## src/rtl/galaga_pkg.sv

```systemverilog
`default_nettype none
// ============================================================================
//  Module      : galaga_pkg
//  Description : Shared types and constants for the Galaga-style game blocks.
//                Holds the fire FSM state encoding, screen geometry limits
//                used for bullet retirement, and score counter sizing.
//  Revision    : 1.0 - initial release
// ============================================================================
package galaga_pkg;

    // Fire controller states: ARMED accepts a press, COOLDOWN drops presses.
    typedef enum logic [0:0] {
        ARMED    = 1'b0,
        COOLDOWN = 1'b1
    } fire_state_e;

    // Bullets at or above this y (numerically <=) have left the top.
    localparam logic [9:0] BULLET_TOP_LIMIT = 10'd8;

    // y values at or beyond this have wrapped below zero.
    localparam logic [9:0] SCREEN_HEIGHT = 10'd480;

    localparam int unsigned SCORE_CNT_W          = 16;
    localparam int unsigned BULLET_COUNT_DEFAULT = 2;

endpackage : galaga_pkg
`default_nettype wire

```

## src/rtl/bullet_slot_arbiter.sv

```systemverilog
`default_nettype none
// ============================================================================
//  Module      : bullet_slot_arbiter
//  Description : Combinational lowest-index-first priority encoder over a
//                vector of free-slot flags. Shared by player bullets and
//                enemy missile slot allocation.
//  Ports       : i_free   - one bit per slot, 1 = slot available
//                o_found  - at least one slot is available
//                o_index  - index of the lowest available slot (0 if none)
//  Revision    : 1.0 - initial release
// ============================================================================
module bullet_slot_arbiter
    import galaga_pkg::*;
#(
    parameter int unsigned SLOT_COUNT = BULLET_COUNT_DEFAULT,
    parameter int unsigned IDX_W      = (SLOT_COUNT > 1) ? $clog2(SLOT_COUNT) : 1
) (
    input  logic [SLOT_COUNT-1:0] i_free,
    output logic                  o_found,
    output logic [IDX_W-1:0]      o_index
);

    // Scan from the top down so the last hit, the lowest index, wins.
    always_comb begin
        o_found = 1'b0;
        o_index = '0;
        for (int i = int'(SLOT_COUNT) - 1; i >= 0; i--) begin
            if (i_free[i]) begin
                o_found = 1'b1;
                o_index = IDX_W'(i);
            end
        end
    end

endmodule : bullet_slot_arbiter
`default_nettype wire

```

## src/rtl/bullet_fire_ctrl.sv

```systemverilog
`default_nettype none
// ============================================================================
//  Module      : bullet_fire_ctrl
//  Description : Player fire controller. Detects fire-key presses, launches
//                into the lowest free bullet slot, enforces a cooldown after
//                each launch, retires slots that leave the screen or hit an
//                enemy, and keeps saturating shot / hit counters.
//  Ports       : frame_clk_i      - frame clock, rising edge
//                reset_n_i        - asynchronous active-low reset
//                game_active_i    - low clears bullets and re-arms
//                fire_i           - fire key level (frame-synchronous)
//                bullet_y_i       - per-slot y from the bullet position block
//                bullet_hit_i     - per-slot collision flag
//                bullet_display_o - per-slot in-flight flag
//                fire_pulse_o     - one-frame pulse per launch
//                cooldown_busy_o  - high while presses are being dropped
//                shots_fired_o    - saturating launch count
//                hits_o           - saturating hit-retirement count
//  Revision    : 1.0 - initial release
// ============================================================================
module bullet_fire_ctrl
    import galaga_pkg::*;
#(
    parameter int unsigned BULLET_COUNT    = BULLET_COUNT_DEFAULT,
    parameter int unsigned COOLDOWN_FRAMES = 8,
    parameter logic [9:0]  TOP_LIMIT       = BULLET_TOP_LIMIT,
    parameter logic [9:0]  SCREEN_H        = SCREEN_HEIGHT
) (
    input  logic                    frame_clk_i,
    input  logic                    reset_n_i,
    input  logic                    game_active_i,
    input  logic                    fire_i,
    input  logic [9:0]              bullet_y_i [BULLET_COUNT],
    input  logic [BULLET_COUNT-1:0] bullet_hit_i,
    output logic [BULLET_COUNT-1:0] bullet_display_o,
    output logic                    fire_pulse_o,
    output logic                    cooldown_busy_o,
    output logic [SCORE_CNT_W-1:0]  shots_fired_o,
    output logic [SCORE_CNT_W-1:0]  hits_o
);

    localparam int unsigned c_IDX_W = (BULLET_COUNT > 1) ? $clog2(BULLET_COUNT) : 1;
    localparam int unsigned c_CD_W  = (COOLDOWN_FRAMES > 1) ? $clog2(COOLDOWN_FRAMES) : 1;
    localparam int unsigned c_HIT_W = $clog2(BULLET_COUNT + 1);
    localparam int unsigned c_SUM_W = SCORE_CNT_W + 1;
    localparam logic [c_CD_W-1:0] c_CD_LOAD = c_CD_W'(COOLDOWN_FRAMES - 1);

    // ------------------------------------------------------------------
    // Registered state
    // ------------------------------------------------------------------
    fire_state_e              r_state;
    logic [c_CD_W-1:0]        r_cd_cnt;
    logic                     r_fire_q;
    logic [BULLET_COUNT-1:0]  r_display;
    logic                     r_fire_pulse;
    logic                     r_cooldown_busy;
    logic [SCORE_CNT_W-1:0]   r_shots;
    logic [SCORE_CNT_W-1:0]   r_hits;

    // ------------------------------------------------------------------
    // Combinational next-state helpers
    // ------------------------------------------------------------------
    logic                     w_press;
    logic                     w_slot_found;
    logic [c_IDX_W-1:0]       w_slot_idx;
    logic                     w_launch;
    logic [BULLET_COUNT-1:0]  w_launch_mask;
    logic [BULLET_COUNT-1:0]  w_retire;
    logic [BULLET_COUNT-1:0]  w_hit_retire;
    logic [c_HIT_W-1:0]       w_hit_count;
    logic [c_SUM_W-1:0]       w_hits_sum;
    logic [SCORE_CNT_W-1:0]   w_hits_next;
    logic [SCORE_CNT_W-1:0]   w_shots_next;

    assign w_press = fire_i & ~r_fire_q;

    // Free slots come from the pre-edge display, so a slot retiring on
    // this edge still looks busy and cannot be relaunched until the next.
    bullet_slot_arbiter #(
        .SLOT_COUNT (BULLET_COUNT),
        .IDX_W      (c_IDX_W)
    ) u_slot_arbiter (
        .i_free  (~r_display),
        .o_found (w_slot_found),
        .o_index (w_slot_idx)
    );

    assign w_launch = game_active_i & (r_state == ARMED) & w_press & w_slot_found;

    always_comb begin
        w_launch_mask = '0;
        if (w_launch) begin
            w_launch_mask[w_slot_idx] = 1'b1;
        end
    end

    // A hit and an off-screen position on the same edge is one retirement
    // and counts once as a hit.
    always_comb begin
        w_retire     = '0;
        w_hit_retire = '0;
        w_hit_count  = '0;
        for (int i = 0; i < int'(BULLET_COUNT); i++) begin
            w_hit_retire[i] = r_display[i] & bullet_hit_i[i];
            w_retire[i]     = r_display[i] & (bullet_hit_i[i]
                                              | (bullet_y_i[i] <= TOP_LIMIT)
                                              | (bullet_y_i[i] >= SCREEN_H));
            w_hit_count     = w_hit_count + c_HIT_W'(w_hit_retire[i]);
        end
    end

    assign w_hits_sum   = {1'b0, r_hits} + c_SUM_W'(w_hit_count);
    assign w_hits_next  = w_hits_sum[SCORE_CNT_W] ? '1 : w_hits_sum[SCORE_CNT_W-1:0];
    assign w_shots_next = (r_shots == '1) ? r_shots : r_shots + SCORE_CNT_W'(1);

    // ------------------------------------------------------------------
    // FSM, slot flags and counters
    // ------------------------------------------------------------------
    always_ff @(posedge frame_clk_i or negedge reset_n_i) begin
        if (!reset_n_i) begin
            r_state         <= ARMED;
            r_cd_cnt        <= '0;
            r_fire_q        <= 1'b0;
            r_display       <= '0;
            r_fire_pulse    <= 1'b0;
            r_cooldown_busy <= 1'b0;
            r_shots         <= '0;
            r_hits          <= '0;
        end else begin
            // Edge detector keeps tracking while paused so a key held
            // through a pause does not fire on resume.
            r_fire_q <= fire_i;

            if (!game_active_i) begin
                r_display       <= '0;
                r_state         <= ARMED;
                r_cd_cnt        <= '0;
                r_fire_pulse    <= 1'b0;
                r_cooldown_busy <= 1'b0;
            end else begin
                r_display    <= (r_display & ~w_retire) | w_launch_mask;
                r_fire_pulse <= w_launch;
                r_hits       <= w_hits_next;
                if (w_launch) begin
                    r_shots <= w_shots_next;
                end

                case (r_state)
                    ARMED: begin
                        if (w_launch) begin
                            r_state         <= COOLDOWN;
                            r_cd_cnt        <= c_CD_LOAD;
                            r_cooldown_busy <= 1'b1;
                        end
                    end
                    COOLDOWN: begin
                        if (r_cd_cnt == '0) begin
                            r_state         <= ARMED;
                            r_cooldown_busy <= 1'b0;
                        end else begin
                            r_cd_cnt <= r_cd_cnt - c_CD_W'(1);
                        end
                    end
                    default: begin
                        r_state         <= ARMED;
                        r_cd_cnt        <= '0;
                        r_cooldown_busy <= 1'b0;
                    end
                endcase
            end
        end
    end

    assign bullet_display_o = r_display;
    assign fire_pulse_o     = r_fire_pulse;
    assign cooldown_busy_o  = r_cooldown_busy;
    assign shots_fired_o    = r_shots;
    assign hits_o           = r_hits;

endmodule : bullet_fire_ctrl
`default_nettype wire

```

## config.mk

```make
export PLATFORM = sky130hd
export DESIGN_NAME = bullet_fire_ctrl
export DESIGN_NICKNAME = d
export VERILOG_FILES = /design/src/rtl/galaga_pkg.sv /design/src/rtl/bullet_slot_arbiter.sv /design/src/rtl/bullet_fire_ctrl.sv
export SDC_FILE = /design/constraint.sdc
export NUM_CORES = 1
export LEC_CHECK = 0
export CORE_MARGIN = 5
export CORE_UTILIZATION = 51
export DETAILED_ROUTE_END_ITERATION = 10
export PLACE_DENSITY = 0.85
export SETUP_SLACK_MARGIN = 0.2
export SLEW_MARGIN = 20
export SYNTH_ARGS = -nofsm -noshare
export SYNTH_HDL_FRONTEND = slang
export SYNTH_SLANG_ARGS = --single-unit
```

## constraint.sdc

```tcl
create_clock -name frame_clk_i -period 3.6 [get_ports frame_clk_i]
set_input_delay 0.36 -clock frame_clk_i [delete_from_list [all_inputs] [get_ports frame_clk_i]]
set_output_delay 0.36 -clock frame_clk_i [all_outputs]
set_load 0.005 [all_outputs]
```

==> metrics.cfg <==
[yosys]
synth.most_common_cell = dfrtp_1
ys_types = 47
synthTopCellsByCount = dfrtp_1, nand2_1, nand3_1
synth_area_leaders = dfrtp_1, xor2_1, nand3_1
netlist_area_sq_um = 2140
yosys_warnings = 0
synth_edf_count = 0
yosysSeqAreaShare_pct = 47.9
yosysTopAreaCell = dfrtp_1
synth_cells = 205
yosys_most_used_dff = dfrtp_1
synth_top_area_share_pct = 47.9
async_flop_share_pct = 100
synth.avg_cell_area_sq_um = 10.4
synth_fp_nets = 236
ys_ff_latch = 41

[power]
powerDensity_nw_per_um2 = 392
p_leak_nw = 1.34
peakVddDrop_v = 0.000323
p_total_mw = 1.13

[worst_setup_path]
slowest_stage = nand4_1
worst_setup_path_end_kind = flop
start_kind = input port
cp.required_ps = 3810
max_stage_delay_ps = 530
worstPathCellList = clkdlybuf4s50_1, and2_1, fa_1, ha_1, nand4_1, nor3_2, nand4_1, nand3_1
crit_fanout = 14
cpMostUsedCell = nand4_1
worstPathArrival_ps = 2630
timing_worst_setup_path_type = input port to flop

[place]
place_worst_setup_slack_ps = 885
portBuffers = 61
routabilityCongestion = 0.770
dp_hpwl_um = 3650

[timing]
fmax_mhz = 413
max_slew_margin_pct = 40.0
drv_slew = 0
fin_tns_setup_ps = 0
clock_skew_ps = 6.46
rsz0062_at_grt = false
finalSetupViolCount = 0
hold_slack_ps = 192
setup_slack_ps = 1180
layout_min_cycle_time_ps = 2420
report.final.hold_viol_count = 0
worstMarginPinSlew_ps = 900
fin_crit_sh_pct = 67.2

[clock_network]
clk_latency_ps = 290
post_cts_buffers = 0
clock-root-buffer = clkbuf_8
cts.sinks = 41
ctsResizeCount = 0
clk_path_buf_depth = 2
htreeDepth = 2
cts_tree = done
cts_hold_buf = 0
cts_made_buffers = 5
path_clk_slew_ps = 80

[drt]
routed_via_density = 5.60
drc = 0
drtIter0Drc = 81
firstDrtPassIters = 4
vias = 1793
finalWirelength_um = 4780
post_drt_wl_per_cell_um = 14.9
ant_nets = 0

[cells_and_area]
diodes = 0
fin_nets = 300
fill_cells = 309
area_growth_pct = 34.2
drive_above_1_share_pct = 7.78

[grt]
grt_pass1_vias = 1815
grt.overflow.total = 0
grt_pass1_wl_um = 8160
grt_max_degree = 42
antenna_found_initial = 0
track_usage_pct = 19.0

[hold_path]
min_path_type = input port to async pin

[floorplan]
die_w_um = 74.8
ios = 62
floorplan.rows = 23
die-area_sq_um = 5590
initial_core_util_pct = 53.1
core_sq_um = 4030
die_y_um = 74.8

[outcome]
outcome = complete, no violations

[job]
drv_cap = 0

==> path summary, 6_finish.rpt <==
check | start | to | slack [ps] | cells past startpoint
worst max-delay path | bullet_hit_i[0] | hits_o[13]$_DFFE_PN0P_ | 1180 | 8
worst min-delay path | reset_n_i | hits_o[13]$_DFFE_PN0P_ | 190 | 1
worst max register to register | bullet_display_o[0]$_DFF_PN0_ | hits_o[13]$_DFFE_PN0P_ | 1270 | 7
worst min register to register | shots_fired_o[13]$_DFFE_PN0P_ | shots_fired_o[13]$_DFFE_PN0P_ | 540 | 1
max in group asynchronous | reset_n_i | bullet_display_o[0]$_DFF_PN0_ | 2840 | 1
min in group frame_clk_i | shots_fired_o[13]$_DFFE_PN0P_ | shots_fired_o[13]$_DFFE_PN0P_ | 540 | 1
==> placed cells by master, fill, tap and decap left out, types with 2 or more instances in the layout <==
cell type,n
ha_1,4
mux2_2,2
xnor2_1,8
clkdlybuf4s50_1,60
nand2_1,22
a21oi_1,2
nor4_1,6
nor3_1,7
clkbuf_8,5
nand2b_1,2
o21ai_0,2
and3_1,3
o31ai_1,3
dfrtp_1,41
clkinv_2,2
mux2i_1,3
nand3_1,19
nand4_1,9
a21boi_0,2
nor2_1,9
and2_1,3
and4_1,5
nand4_2,3
xor2_1,17
inv_1,7
==> where the power goes <==
part / total [mW] / leakage [nW] / internal (mW) / switching, mW
clock: 0.291 / 0.0450 / 0.134 / 0.157
combinational: 0.251 / 0.748 / 0.158 / 0.0931
sequential: 0.585 / 0.548 / 0.511 / 0.0741
==> critical path, delay by kind of cell <==
kind	cells	cell delay [ps]
and+or+nand+nor	5	1390
buffers and inverters	1	460
adders and majority gates	2	400
==> metal layers <==
metal | track usage, % | routed length [um] | vias up
met3 | 5.34 | 238 | 6
met1 | 25.0 | 2120 | 881
met2 | 30.9 | 2370 | 42
met4 | 5.14 | 55 | 0
met5 | 0 | 0 | -
li1 | - | - | 864
==> sequential cells by signal (all words and copies together) (netlist names) <==
name	count
fire_pulse_o	1
bullet_display_o	2
shots_fired_o	16
r_cd_cnt	3
r_state	1
hits_o	16
cooldown_busy_o	1
r_fire_q	1
==> final cells by class <==
| class | instances | area, sq um | area share [%] |
|---|---|---|---|
| Clock buffer | 6 | 72.6 | 2.53 |
| Tap cell | 50 | 62.6 | 2.18 |
| Sequential cell | 41 | 1030 | 35.7 |
| Timing Repair Buffer | 61 | 606 | 21.1 |
| Inverter | 7 | 26.3 | 0.914 |
| Multi-Input combinational cell | 153 | 1070 | 37.3 |
| Clock inverter | 2 | 10.0 | 0.348 |
==> per-stage QoR <==
step	utilization [%]	instance area (sq um)	cells
finish	71.3	2870	320
floorplan	-	2140	205
detailed placement	69.3	2790	312
CTS	71.3	2870	320
global placement	69.3	2790	312
global route	71.3	2870	320
==> cells by family (layout without fill, tap and decap cells) <==
logic type / Yosys count / in the layout / share of synthesized area [%]
buffers and inverters: 11 / 76 / 2.05
XOR/XNOR: 25 / 25 / 10.2
AO/OA/AOI/OAI: 15 / 15 / 4.97
flip-flops: 41 / 41 / 47.9
AND/OR/NAND/NOR: 102 / 102 / 28.4
adder cells (fa/ha/maj): 5 / 5 / 3.27
multiplexers: 6 / 6 / 3.16
Power figures use the tool's default switching activity.
==> RTL change: new RTL, same settings <==
The parameter `COOLDOWN_FRAMES` goes from 8 to 32.
--- a/src/rtl/bullet_fire_ctrl.sv
+++ b/src/rtl/bullet_fire_ctrl.sv
@@ -22,7 +22,7 @@
     import galaga_pkg::*;
 #(
     parameter int unsigned BULLET_COUNT    = BULLET_COUNT_DEFAULT,
-    parameter int unsigned COOLDOWN_FRAMES = 8,
+    parameter int unsigned COOLDOWN_FRAMES = 32,
     parameter logic [9:0]  TOP_LIMIT       = BULLET_TOP_LIMIT,
     parameter logic [9:0]  SCREEN_H        = SCREEN_HEIGHT
 ) (
Check against the original RTL: not equivalent (a bounded check fails within 10 cycles, from zero or initial values and one cycle with reset_n_i low).
==> RTL change against the original RTL <==
Wire length up 0.50%. Sequential share of layout area up 0.63 points. Setup slack better by 0.11 ns. Critical path depth down 3. Clock power increased by 5%. Area after synthesis increased by 4.6%. Non-clock buffer count unchanged. Sequential cell count is 2 higher. Sequential power up 3.8%. Synthesized cell count increased by 6.8%. Total power grew 5.2%. Via count down 0.39%. Design area is 3.0% higher. Highest routed layer unchanged.
==> RTL change: results <==
{
  "routed_via_density": 5.38,
  "power.leakage_nw": 1.35,
  "synth_xor_xnor_area_share_pct": 10.2,
  "synth_area_leaders": "dfrtp_1 (48%), xor2_1 (7.4%), nand2_1 (4.2%)",
  "synth_compound_area_share_pct": 7.49,
  "wl_um": 4810,
  "vias": 1786,
  "clockBufferDepth": 2,
  "grt_pass1_wl_um": 8240,
  "timing.slew.headroom_pct": 37.3,
  "grt_use_total_pct": 17.0,
  "cp.arrival_ns": 2.49,
  "dp_cells": 325,
  "synth_nets": 250,
  "num_antenna_cells": 0,
  "critical_path.max_stage_delay_ns": 0.73,
  "postSynthAreaPerCell_um2": 10.2,
  "clock_latency_ns": 0.29,
  "critPathTopFamily": "buffers and inverters",
  "final_net_count": 311,
  "gp_congestion": 0.791,
  "cts_max_level": 2,
  "antenna_found_initial": 0,
  "post_cts_buffers": 0,
  "drt-initial-drc-count": 121,
  "crit_slowest_cell": "clkdlybuf4s50_1",
  "drc": 0,
  "yosys_warnings": 0,
  "final_layout_size_suffix_gt1_share_pct": 7.50,
  "synth.yosys.seq_area_share_pct": 48.0,
  "yosysUniqueCellTypes": 42,
  "synthAdderAreaFrac_pct": 3.13,
  "status": "finished, final reports clean",
  "synth_mux_area_share_pct": 2.91,
  "cts_resized": 0,
  "ir_worst_vdd_mv": 0.257,
  "fin_skew_ns": 0.00192,
  "root_buffer": "clkbuf_8",
  "grt_max_degree": 44,
  "crit_fanout": 13,
  "ys_top_cells_by_count": "dfrtp_1 (43), nand2_1 (25), xor2_1 (19)",
  "post-dp-hpwl_um": 3610,
  "synth_edf_count": 0
}
-- RTL change: worst paths after layout --
kind | depth (start not counted) | slack (ns) | to | start
max | 5 | 1.30 | shots_fired_o[1] | game_active_i
min reg2reg | 1 | 0.52 | shots_fired_o[14] | shots_fired_o[14]
max in group asynchronous | 1 | 2.81 | bullet_display_o[0] | reset_n_i
min in group frame_clk_i | 1 | 0.52 | shots_fired_o[14] | shots_fired_o[14]
max reg2reg | 7 | 1.39 | hits_o[2] | bullet_display_o[0]
min | 1 | 0.21 | r_cd_cnt[2] | reset_n_i
-- RTL change: kinds of logic after synthesis --
kind of cell | Yosys count
and+or+nand+nor | 102
DFF | 43
AOI/OAI and AO/OA | 27
xor gates and xnor gates | 26
buffers and inverters | 10
muxes | 6
adders and majority gates | 5
-- RTL change: power by group --
| part | switching, mW | internal [mW] |
|---|---|---|
| Combinational | 0.109 | 0.165 |
| Clock | 0.155 | 0.150 |
| Sequential | 0.0724 | 0.535 |
-- RTL change: layer usage --
| metal | vias to the layer above | share of wire, % | global-route usage (%) |
|---|---|---|---|
| met1 | 838 | 45 | 21.7 |
| met3 | 5 | 3.9 | 4.14 |
| met2 | 41 | 50 | 27.8 |
| met4 | 0 | 0.87 | 5.94 |
| li1 | 902 | - | - |
| met5 | - | 0 | 0 |
-- RTL change: per-stage QoR --
stage | instance area, µm² | worst slack (ns) | power [mW] | hold slack, ns | util (%)
after floorplan | 2240 | 1.37 | 0.733 | 0.0644 | -
after global placement | 2870 | 1.08 | 0.884 | 0.481 | 66.9
after detailed placement | 2870 | 1.01 | 0.894 | 0.512 | 66.9
after CTS | 2960 | 1.31 | 1.20 | 0.235 | 69.0
after global routing | 2960 | 1.14 | 1.25 | 0.295 | 69.0
final | 2960 | 1.30 | 1.19 | 0.205 | 69.0
-- RTL change: final cells by class --
class,instances,area [µm²]
clock buffer,6,82.6
clock inverter,1,5.00
fill,355,1330
inverter,3,11.3
multi-input combinational,166,1120
sequential,43,1080
tap,52,65.1
timing repair buffer,61,606
